`src/rtl/gpio_pkg.sv`:
```
// Shared definitions for the memory-mapped GPIO bank: register offsets,
// pin-count limit and the byte-enable expansion helper.
package gpio_pkg;

    localparam int GPIO_MAX_PINS = 32;

    // Byte offsets within the 64-byte register window
    localparam logic [5:0] GPIO_OUT     = 6'h00;
    localparam logic [5:0] GPIO_DIR     = 6'h04;
    localparam logic [5:0] GPIO_IN      = 6'h08;
    localparam logic [5:0] GPIO_SET     = 6'h0C;
    localparam logic [5:0] GPIO_CLR     = 6'h10;
    localparam logic [5:0] GPIO_TGL     = 6'h14;
    localparam logic [5:0] GPIO_RISE_EN = 6'h18;
    localparam logic [5:0] GPIO_FALL_EN = 6'h1C;
    localparam logic [5:0] GPIO_STATUS  = 6'h20;

    // Expand a 4-bit byte enable into a 32-bit per-bit mask
    function automatic logic [31:0] byte_mask_expand(input logic [3:0] be);
        logic [31:0] m;
        for (int i = 0; i < 4; i++) begin
            m[8*i +: 8] = {8{be[i]}};
        end
        return m;
    endfunction

endpackage

```
`src/rtl/gpio_sync_edge.sv`:
```
// Two-flop input synchroniser with a previous-value register and a
// saturating warm-up counter; emits per-pin rising/falling edge pulses
// once the chain holds real pin history.
module gpio_sync_edge
    import gpio_pkg::*;
#(
    parameter int NUM_PINS = 8
) (
    input  logic                clk,
    input  logic                rst,
    input  logic [NUM_PINS-1:0] pins_in,
    output logic [NUM_PINS-1:0] pins_sync,
    output logic [NUM_PINS-1:0] rise,
    output logic [NUM_PINS-1:0] fall
);

    logic [NUM_PINS-1:0] sync1_p0;
    logic [NUM_PINS-1:0] sync2_p1;
    logic [NUM_PINS-1:0] prev_p2;
    logic [1:0]          warm_cnt;
    logic                armed;

    // Stage p0 -> p1 -> p2: metastability filter, then one cycle of history
    always_ff @(posedge clk or posedge rst) begin
        if (rst) begin
            sync1_p0 <= '0;
            sync2_p1 <= '0;
            prev_p2  <= '0;
        end else begin
            sync1_p0 <= pins_in;
            sync2_p1 <= sync1_p0;
            prev_p2  <= sync2_p1;
        end
    end

    // Warm-up: count 0..3 after reset so pins held high through reset
    // are not mistaken for a rising edge while the chain fills
    always_ff @(posedge clk or posedge rst) begin
        if (rst) begin
            warm_cnt <= 2'd0;
        end else if (warm_cnt != 2'd3) begin
            warm_cnt <= warm_cnt + 2'd1;
        end
    end

    assign armed     = (warm_cnt == 2'd3);
    assign pins_sync = sync2_p1;
    assign rise      = armed ? (sync2_p1 & ~prev_p2) : '0;
    assign fall      = armed ? (~sync2_p1 & prev_p2) : '0;

endmodule

```
`src/rtl/gpio_bank_mmio.sv`:
```
// Memory-mapped GPIO bank: direction control, atomic set/clear/toggle of
// outputs, synchronised inputs and edge-triggered interrupt capture with
// write-1-to-clear status. Read data is zero when not selected so it can
// be OR-muxed with other bus slaves.
module gpio_bank_mmio
    import gpio_pkg::*;
#(
    parameter int          NUM_PINS    = 8,
    parameter logic [31:0] BASE_MEMORY = 32'hFFFF_FF00,
    parameter logic [31:0] OUT_RESET   = 32'h0000_0000
) (
    input  logic                clk,
    input  logic                rst,
    input  logic [31:0]         memAddress,
    input  logic [31:0]         memWriteData,
    input  logic                memWrite,
    input  logic [3:0]          byteMask,
    output logic [31:0]         memReadData,
    input  logic [NUM_PINS-1:0] gpioIn,
    output logic [NUM_PINS-1:0] gpioOut,
    output logic [NUM_PINS-1:0] gpioOe,
    output logic                irq
);

    logic                hit;
    logic                wr;
    logic [5:0]          reg_off;
    logic [31:0]         bmask;
    logic [31:0]         wbits;
    logic [NUM_PINS-1:0] wen;
    logic [NUM_PINS-1:0] wdat;
    logic                unused_bits;

    logic [NUM_PINS-1:0] out_r;
    logic [NUM_PINS-1:0] dir_r;
    logic [NUM_PINS-1:0] rise_en_r;
    logic [NUM_PINS-1:0] fall_en_r;
    logic [NUM_PINS-1:0] status_r;
    logic [NUM_PINS-1:0] pins_sync;
    logic [NUM_PINS-1:0] rise;
    logic [NUM_PINS-1:0] fall;
    logic [NUM_PINS-1:0] w1c;
    logic [31:0]         rd_nxt;

    // The window is 64-byte aligned, so only the upper address bits select it
    assign hit     = (memAddress[31:6] == BASE_MEMORY[31:6]);
    assign wr      = hit && memWrite;
    assign reg_off = {memAddress[5:2], 2'b00};

    // Disabled byte lanes contribute zero data; bits above NUM_PINS are dropped
    assign bmask = byte_mask_expand(byteMask);
    assign wbits = memWriteData & bmask;
    assign wen   = bmask[NUM_PINS-1:0];
    assign wdat  = wbits[NUM_PINS-1:0];

    // Address byte lane and write-data bits above NUM_PINS carry no state
    assign unused_bits = ^{memAddress[1:0], wbits, bmask};

    gpio_sync_edge #(
        .NUM_PINS (NUM_PINS)
    ) u_sync_edge (
        .clk       (clk),
        .rst       (rst),
        .pins_in   (gpioIn),
        .pins_sync (pins_sync),
        .rise      (rise),
        .fall      (fall)
    );

    // OUT register: direct byte-masked write plus atomic set/clear/toggle
    always_ff @(posedge clk or posedge rst) begin
        if (rst) begin
            out_r <= OUT_RESET[NUM_PINS-1:0];
        end else if (wr) begin
            case (reg_off)
                GPIO_OUT: out_r <= (out_r & ~wen) | wdat;
                GPIO_SET: out_r <= out_r | wdat;
                GPIO_CLR: out_r <= out_r & ~wdat;
                GPIO_TGL: out_r <= out_r ^ wdat;
                default:  out_r <= out_r;
            endcase
        end
    end

    // Direction and edge-enable registers, byte-masked read/write
    always_ff @(posedge clk or posedge rst) begin
        if (rst) begin
            dir_r     <= '0;
            rise_en_r <= '0;
            fall_en_r <= '0;
        end else if (wr) begin
            case (reg_off)
                GPIO_DIR:     dir_r     <= (dir_r & ~wen) | wdat;
                GPIO_RISE_EN: rise_en_r <= (rise_en_r & ~wen) | wdat;
                GPIO_FALL_EN: fall_en_r <= (fall_en_r & ~wen) | wdat;
                default: ;
            endcase
        end
    end

    assign w1c = (wr && (reg_off == GPIO_STATUS)) ? wdat : '0;

    // Sticky edge status: clear first, then OR in new edges so a capture
    // in the same cycle as its write-1-to-clear keeps the bit set
    always_ff @(posedge clk or posedge rst) begin
        if (rst) begin
            status_r <= '0;
        end else begin
            status_r <= (status_r & ~w1c) | (rise & rise_en_r) | (fall & fall_en_r);
        end
    end

    // Read mux: current (pre-write) register contents, zero when unselected
    always_comb begin
        rd_nxt = '0;
        if (hit) begin
            case (reg_off)
                GPIO_OUT:     rd_nxt = 32'(out_r);
                GPIO_DIR:     rd_nxt = 32'(dir_r);
                GPIO_IN:      rd_nxt = 32'(pins_sync);
                GPIO_RISE_EN: rd_nxt = 32'(rise_en_r);
                GPIO_FALL_EN: rd_nxt = 32'(fall_en_r);
                GPIO_STATUS:  rd_nxt = 32'(status_r);
                default:      rd_nxt = '0;
            endcase
        end
    end

    // Registered read data, one cycle behind the address
    always_ff @(posedge clk or posedge rst) begin
        if (rst) begin
            memReadData <= '0;
        end else begin
            memReadData <= rd_nxt;
        end
    end

    assign gpioOut = out_r;
    assign gpioOe  = dir_r;
    assign irq     = |status_r;

endmodule

```
`config.mk`:
```
export PLATFORM = sky130hd
export DESIGN_NAME = gpio_bank_mmio
export DESIGN_NICKNAME = d
export VERILOG_FILES = /design/src/rtl/gpio_pkg.sv /design/src/rtl/gpio_sync_edge.sv /design/src/rtl/gpio_bank_mmio.sv
export SDC_FILE = /design/constraint.sdc
export NUM_CORES = 1
export LEC_CHECK = 0
export CELL_PAD_IN_SITES_DETAIL_PLACEMENT = 0
export CELL_PAD_IN_SITES_GLOBAL_PLACEMENT = 1
export CORE_MARGIN = 4
export CORE_UTILIZATION = 34
export CTS_CLUSTER_DIAMETER = 60
export DETAILED_ROUTE_END_ITERATION = 8
export MAX_ROUTING_LAYER = met4
export PLACE_DENSITY_LB_ADDON = 0.1
export SYNTH_ARGS = -nofsm -noshare
export SYNTH_HDL_FRONTEND = slang
export SYNTH_SLANG_ARGS = --single-unit
```
`constraint.sdc`:
```
create_clock -name clk -period 2.9 [get_ports clk]
set_clock_uncertainty 0.15 [all_clocks]
set_input_delay 0.29 -clock clk [delete_from_list [all_inputs] [get_ports clk]]
set_output_delay 0.29 -clock clk [all_outputs]
set_load 0.02 [all_outputs]
```
# ---- Yosys cells after proc, flatten, opt, wreduce, memory -nomap -nowiden
# Cells that the tools add are included.
dict set report word_totals {
  reg_bits 98
  input_bits 79
  output_inout_bits 49
  word_cells 61
}
dict set report classes {
  add_sub_neg 1
  n_eq_ne 11
  mux 6
  bitwise_logic 24
  n_reduce_logical 9
}
# cell n
set op_table {}
lappend op_table {{bitwise AND 8 bit} 11}
lappend op_table {{bitwise OR 8 bit} 7}
lappend op_table {{case mux 8 bit (6 select lines)} 1}
lappend op_table {{NOT 8 bit} 5}
lappend op_table {{2-to-1 mux 8 bit} 4}
lappend op_table {{case mux 8 bit (4 select lines)} 1}
lappend op_table {{== test 26 bit (second input constant)} 1}
lappend op_table {{== test 4 x 3 -> 1 bit (second input constant)} 4}
lappend op_table {{== test 4 x 2 -> 1 bit (second input constant)} 2}
lappend op_table {{AND reduction 2 bit} 4}
lappend op_table {{OR reduction 8 bit} 1}
lappend op_table {{XOR 8 bit} 1}
lappend op_table {{logical NOT 6 bit} 1}
lappend op_table {{== test 4 x 1 -> 1 bit (second input constant)} 1}
lappend op_table {{== test 4 bit (second input constant)} 1}
lappend op_table {{nonzero test 4 bit} 1}
lappend op_table {{adder 2 x 1 -> 2 bit (second input constant)} 1}
lappend op_table {{== test 2 bit (second input constant)} 1}
lappend op_table {{logical AND 1 bit} 2}
lappend op_table {{!= test 2 bit (second input constant)} 1}

# ---- Depth between registers and ports, before layout
# Gate-level depths: netlist (run 1).
dict set report depth {
  depth_word 8
  ltp_mapped 7
  depth_no_buf 6
}

# ---- Modules after synthesis
# A second synthesis (run 1) with hierarchy kept.
dict set report hier_totals {
  cells_unflattened 316
  hier_area_um2 3719.8
}
# module instances cells_each area_each_um2 seq_area_each_um2
set by_module_without_submodules {}
lappend by_module_without_submodules {gpio_bank_mmio 1 268 2861.5 1201.2}
lappend by_module_without_submodules {gpio_sync_edge 1 48 858.3 650.6}

# ---- Worst setup path after synthesis (run 1)
# Ideal clock, no wire load.
dict set report synth_path {
  path_kind {input to register}
  startpoint {input port memAddress[15]}
  endpoint {register out_r[4], in the netlist gpioOut[4]}
  setup_time_ps 123
  arrival_ps 1603
  required_ps 2627
  path_slack_ps 1024
  cell_stages 6
  n_path_buf 1
  cell_sequence {nand4_1 -> nor4_4 -> nand4_4 -> or3_1 -> buf_6 -> o2bb2ai_1}
}
dict set report synth_via {
  elab_chain_len 3
}
# item line_no
set synth_lines {}
lappend synth_lines {{start, declared} gpio_bank_mmio.sv:14} ;# input logic [31:0] memAddress,
lappend synth_lines {{== test 26 bit} gpio_bank_mmio.sv:46} ;# assign hit = (memAddress[31:6] == BASE_MEMORY[31:6]);
lappend synth_lines {{logical AND 1 bit} gpio_bank_mmio.sv:47} ;# assign wr = hit && memWrite;
lappend synth_lines {{AND reduction 2 bit (no line)} -}
lappend synth_lines {{end signal, assigned} gpio_bank_mmio.sv:73} ;# out_r <= OUT_RESET[NUM_PINS-1:0];
lappend synth_lines {{end signal, assigned} gpio_bank_mmio.sv:76} ;# GPIO_OUT: out_r <= (out_r & ~wen) | wdat;
lappend synth_lines {{end signal, assigned} gpio_bank_mmio.sv:77} ;# GPIO_SET: out_r <= out_r | wdat;
lappend synth_lines {{end, declared} gpio_bank_mmio.sv:34} ;# logic [NUM_PINS-1:0] out_r;
# Every way passes these cells.
# A chain may end at the register's enable or synchronous reset.

# ---- Worst setup path in the final report (run 1)
dict set report layout_path {
  startpoint {register status_r[2]}
  endpoint {output port irq}
}
dict set report layout_via {
  elab_chain_len 1
}
# item line_no
set layout_lines {}
lappend layout_lines {{start, declared} gpio_bank_mmio.sv:38} ;# logic [NUM_PINS-1:0] status_r;
lappend layout_lines {{start signal, assigned} gpio_bank_mmio.sv:109} ;# status_r <= (status_r & ~w1c) | (rise & rise_en_r) | (fall & fall_en_r);
lappend layout_lines {{OR reduction 8 bit} gpio_bank_mmio.sv:140} ;# assign irq = |status_r;
lappend layout_lines {{end, declared} gpio_bank_mmio.sv:22} ;# output logic irq
# Every way passes these cells.

==> impl_metrics.json, run 1 <==
{
  "hold_violations": 0,
  "fin_crit_sh": 0.793,
  "synth_ff_type": "dfrtp_1",
  "placementRows": 37,
  "clock_path_buffers": 2,
  "crit_path_end": "irq",
  "via_per_inst": 4.97,
  "dp_cells": 543,
  "worstReg2RegEnd": "u_sync_edge.warm_cnt[1]",
  "status": "finished, final reports clean",
  "fillCellCount": 1001,
  "layout_common_cells": "dfrtp_1 (74), clkdlybuf4s50_1 (74), nand2_1 (46)",
  "drt_pass1_iterations": 4,
  "cts_hold_buf": 0,
  "worst_slew_pin_slew_ns": 0.577,
  "endpoint_kind": "output pin",
  "reg2regPathDepth": 2,
  "avgSynthCellArea_um2": 11.0,
  "setup_viol": 0,
  "worstSetupStartpointType": "flop",
  "areaGrowthSynthToFinish_pct": 32.3,
  "min_period_ns": 2.30,
  "die_w_um": 110,
  "post_cts_resize_count": 0,
  "synth_seq_area_share": 0.519,
  "synthDistinctLibCells": 36,
  "start_util": 0.347,
  "setup_tns_ns": 0,
  "remaining_drc_errors": 0,
  "p_switching_mw": 0.510,
  "crit_arrival_ns": 1.86,
  "htreeDepth": 3,
  "io_pins": 128,
  "max_freq_ghz": 0.435,
  "cp-startpoint": "status_r[2]",
  "crit_type": "reg -> out",
  "wl_per_cell_um": 17.2,
  "grt_usage": 0.164,
  "grt_setup_unrepaired": "false",
  "clkPwrFrac": 0.415,
  "postSynthCellCount": 324,
  "hpwl_mm": 6.96,
  "p_sw_frac": 0.237,
  "cts-root-buf": "clkbuf_8",
  "internal-power_mw": 1.65,
  "fin_ws_ns": 0.601,
  "relSlewSlack": 0.615,
  "pre_cts_ws_ns": 0.387,
  "critical_path_required_ns": 2.46,
  "antenna_found_initial": 0,
  "wl_mm": 9.59,
  "synth_area_mm2": 0.00357,
  "port_buffers": 74,
  "drtIter0Drc": 157,
  "r2r-start": "u_sync_edge.warm_cnt[0]",
  "stdcell_count": 559,
  "synth_edf_count": 0,
  "grt_max_degree": 50,
  "num_antenna_cells": 0,
  "grt_pass1_vias": 2712,
  "clock-sinks": 74,
  "die_area_mm2": 0.0122,
  "clk_pin_slew_worst_paths_ns": 0.08,
  "drive_gt1_frac": 0.177,
  "core-area_mm2": 0.0103,
  "p_per_area_mw_per_mm2": 456,
  "combinationalPowerShare": 0.095,
  "cts_buffers": 9,
  "routabilityCongestion": 0.838,
  "grt_overflow": 0,
  "yosysWarnings": 0,
  "clock_latency_ns": 0.35,
  "path_max_fanout": 3,
  "r2r_setup_slack_ns": 1.34,
  "min_path_type": "in -> async",
  "async_flop_share": 1.00,
  "cellLeakagePower_nw": 2.04,
  "grt_pass1_wl_mm": 15.2,
  "seqPwrFrac": 0.490,
  "ir_drop_v": 0.000196,
  "die_h_um": 110,
  "routed-via-count": 2780,
  "drv_slew": 0,
  "cap_violations": 0,
  "synth_seq_cells": 74,
  "cts_tree": "yes",
  "postCtsSetupBuffers": 0,
  "whs_ns": 0.150,
  "ant_nets": 0,
  "fin_nets": 506
}
-- how the worst min path moves through the flow --
stage	start	to	cells past startpoint
2_1_floorplan	gpioIn[0]	u_sync_edge.sync1_p0[0]	0
3_3_place_gp	u_sync_edge.sync1_p0[5]	u_sync_edge.pins_sync[5]	0
3_5_place_dp	u_sync_edge.sync1_p0[5]	u_sync_edge.pins_sync[5]	0
4_1_cts	rst	async pin	2
5_1_grt	rst	async pin	2
6_report	rst	async pin	2
-- synthesized netlist by cell type (6+ instances only) --
library cell / count / area (µm²)
nand4_1: 6 / 37.5
o2bb2ai_1: 8 / 70.1
a21oi_1: 18 / 90.1
mux2_2: 30 / 338
buf_4: 24 / 180
dfrtp_1: 74 / 1850
a22oi_1: 11 / 82.6
ha_1: 9 / 113
nand3b_1: 9 / 67.6
nand2_1: 46 / 173
nor2_1: 15 / 56.3
mux2i_1: 6 / 60.1
o21ai_0: 16 / 80.1
inv_1: 7 / 26.3
-- metrics by stage --
stage	total power [mW]	area, µm²	utilization
after global routing	2.25	4720	0.460
after floorplan	1.20	3660	-
final	2.16	4720	0.460
after detailed placement	1.28	4500	0.438
after global placement	1.28	4500	0.438
after CTS	2.18	4720	0.460
-- logic make-up after synthesis --
family,after synthesis,share of synthesized area
multiplexers,36,0.111
adder cells (fa/ha/maj),9,0.0315
other,1,0.00105
flip-flops,74,0.519
buffers and inverters,42,0.0726
AND/OR/NAND/NOR,99,0.152
AO/OA/AOI/OAI,61,0.108
XOR/XNOR,2,0.00491
-- worst max-delay path, cell delays in order, from the launching register on --
cell	delay (ns)
dfrtp_1	0.42
nor4_1	0.40
nand2_1	0.13
clkdlybuf4s50_1	0.56
-- routing by layer --
metal / GRT usage / up-vias / wire, µm
li1: - / 1294 / -
met1: 0.226 / 1357 / 4520
met2: 0.233 / 115 / 4280
met3: 0.0444 / 14 / 644
met4: 0.0599 / 0 / 147
met5: - / - / 0
-- layout make-up --
| type | count | area (µm²) | area share |
|---|---|---|---|
| multi-input cells | 231 | 1550 | 0.327 |
| clock inverters | 5 | 77.6 | 0.0164 |
| well taps | 136 | 170 | 0.0360 |
| inverters | 7 | 26.3 | 0.00556 |
| clock buffers | 11 | 141 | 0.0299 |
| repair buffers | 95 | 911 | 0.193 |
| flip-flops and latches | 74 | 1850 | 0.392 |
-- power by group through the flow --
| stage | Sequential, mW | Clock (mW) | Combinational, mW |
|---|---|---|---|
| 5_1_grt | 1.06 | 0.964 | 0.223 |
| 6_report | 1.06 | 0.894 | 0.204 |
| 4_1_cts | 1.06 | 0.916 | 0.206 |
| 3_3_place_gp | 1.08 | 0 | 0.204 |
| 3_5_place_dp | 1.08 | 0 | 0.205 |
| 2_1_floorplan | 1.07 | 0 | 0.124 |
(Power assumes the default switching activity.)
==> inputs of run 2 (changes only) <==
==> constraint.sdc (replaced) <==
create_clock -name clk -period 2.34 [get_ports clk]
set_clock_uncertainty 0.15 [all_clocks]
set_input_delay 0.234 -clock clk [delete_from_list [all_inputs] [get_ports clk]]
set_output_delay 0.234 -clock clk [all_outputs]
set_load 0.02 [all_outputs]
==> run 2 against run 1 <==
Against the previous run: first-iteration DRC count down 23%; critical path type unchanged; largest cell class unchanged; power grew 28%; wire length up 0.93%; global-route usage grew 0.57 points; via count down 0.54%.
==> impl_metrics.json, run 2 (synthesis results as in run 1) <==
{
  "port_buffers": 74,
  "pre_cts_ws_ns": -0.108,
  "io_pins": 128,
  "antenna_found_initial": 0,
  "postLayoutCoreUtil": 0.468,
  "power_mw": 2.76,
  "grt_overflow": 0,
  "wl_mm": 9.68,
  "relSlewSlack": 0.648,
  "min_path_type": "in -> async",
  "routed-via-count": 2765,
  "grt_pass1_wl_mm": 15.9,
  "die_h_um": 110,
  "fin_nets": 516,
  "routabilityCongestion": 0.832,
  "path_max_fanout": 3,
  "grt_pass1_vias": 2837,
  "slowest_stage": "clkdlybuf4s50_1",
  "cts_tree": "yes",
  "p_per_area_mw_per_mm2": 574,
  "worst_slew_pin_slew_ns": 0.528,
  "cts_hold_buf": 0,
  "start_util": 0.347,
  "grt_setup_unrepaired": "false",
  "clock_latency_ns": 0.35,
  "die_w_um": 110,
  "endpoint_kind": "output pin",
  "dp_cells": 553,
  "grt_max_degree": 75,
  "clock_path_buffers": 2,
  "setup_viol": 0,
  "critical_path_required_ns": 1.96,
  "status": "finished, final reports clean",
  "min_period_ns": 2.21,
  "die_area_mm2": 0.0122,
  "max_freq_ghz": 0.452,
  "r2r_setup_slack_ns": 0.82,
  "crit_type": "reg -> out",
  "whs_ns": 0.135,
  "drtIter0Drc": 121,
  "via_per_inst": 4.86,
  "placementRows": 37,
  "cap_violations": 0,
  "drt_pass1_iterations": 4,
  "cellLeakagePower_nw": 2.10,
  "num_antenna_cells": 0,
  "ant_nets": 0,
  "worstSetupStartpointType": "flop",
  "remaining_drc_errors": 0,
  "stdcell_count": 569,
  "fin_crit_sh": 0.946,
  "fin_ws_ns": 0.126,
  "ir_drop_v": 0.000273,
  "htreeDepth": 3,
  "fillCellCount": 990,
  "max_stage_delay_ns": 0.56,
  "core-area_mm2": 0.0103,
  "crit_chain": "nor4_1 -> nand2_1 -> clkdlybuf4s50_1",
  "postCtsSetupBuffers": 0,
  "setup_tns_ns": 0,
  "design_area_mm2": 0.00481,
  "grt_usage": 0.170,
  "drive_gt1_frac": 0.194,
  "hold_violations": 0,
  "cts_buffers": 9,
  "clk_pin_slew_worst_paths_ns": 0.08,
  "wl_per_cell_um": 17.0,
  "clock-sinks": 74,
  "dpl_cell_area_mm2": 0.00458,
  "cts-root-buf": "clkbuf_8",
  "post_cts_resize_count": 0,
  "areaGrowthSynthToFinish_pct": 34.8,
  "layout_common_cells": "dfrtp_1 (74), clkdlybuf4s50_1 (74), nand2_1 (46)",
  "drv_slew": 0,
  "crit_arrival_ns": 1.83,
  "hpwl_mm": 7.02
}
-- run 2: cell types whose count changed in the layout (fill, tap and decap cells not counted), sizes merged --
cell / previous run / this run
buf: 21 / 31
bufinv: 2 / 3
clkinv: 2 / 1
-- run 2: power breakdown --
part / switching (mW) / internal, mW
sequential: 0.0113 / 1.30
combinational: 0.140 / 0.119
clock: 0.487 / 0.708
-- run 2: worst paths after layout --
kind	start	end	cells after the start
max in group asynchronous	rst	status_r[3]	3
min in group clk	gpioIn[7]	u_sync_edge.sync1_p0[7]	1
hold / removal	rst	memReadData[2]	3
setup / recovery	status_r[1]	irq	3
hold reg to reg	u_sync_edge.sync1_p0[4]	u_sync_edge.pins_sync[4]	0
setup reg to reg	u_sync_edge.warm_cnt[0]	u_sync_edge.warm_cnt[1]	2
-- run 2: layout make-up --
type,count,area [µm²],share of cell area
Timing Repair Buffer,105,986,0.205
Sequential cell,74,1850,0.385
Clock buffer,11,131,0.0273
Inverter,7,26.3,0.00546
Clock inverter,5,103,0.0213
Tap cell,136,170,0.0354
Multi-Input combinational cell,231,1550,0.321
-- run 2: worst max-delay path, delay by kind of cell (launching register included) --
family	cells	cell delay, ns
buffers and inverters	1	0.56
and+or+nand+nor	2	0.51
DFF	1	0.42
-- run 2: layer usage --
metal | track usage | part of all wire
met2 | 0.244 | 0.46
met5 | - | 0
met1 | 0.235 | 0.47
met4 | 0.0443 | 0.0058
met3 | 0.0510 | 0.064
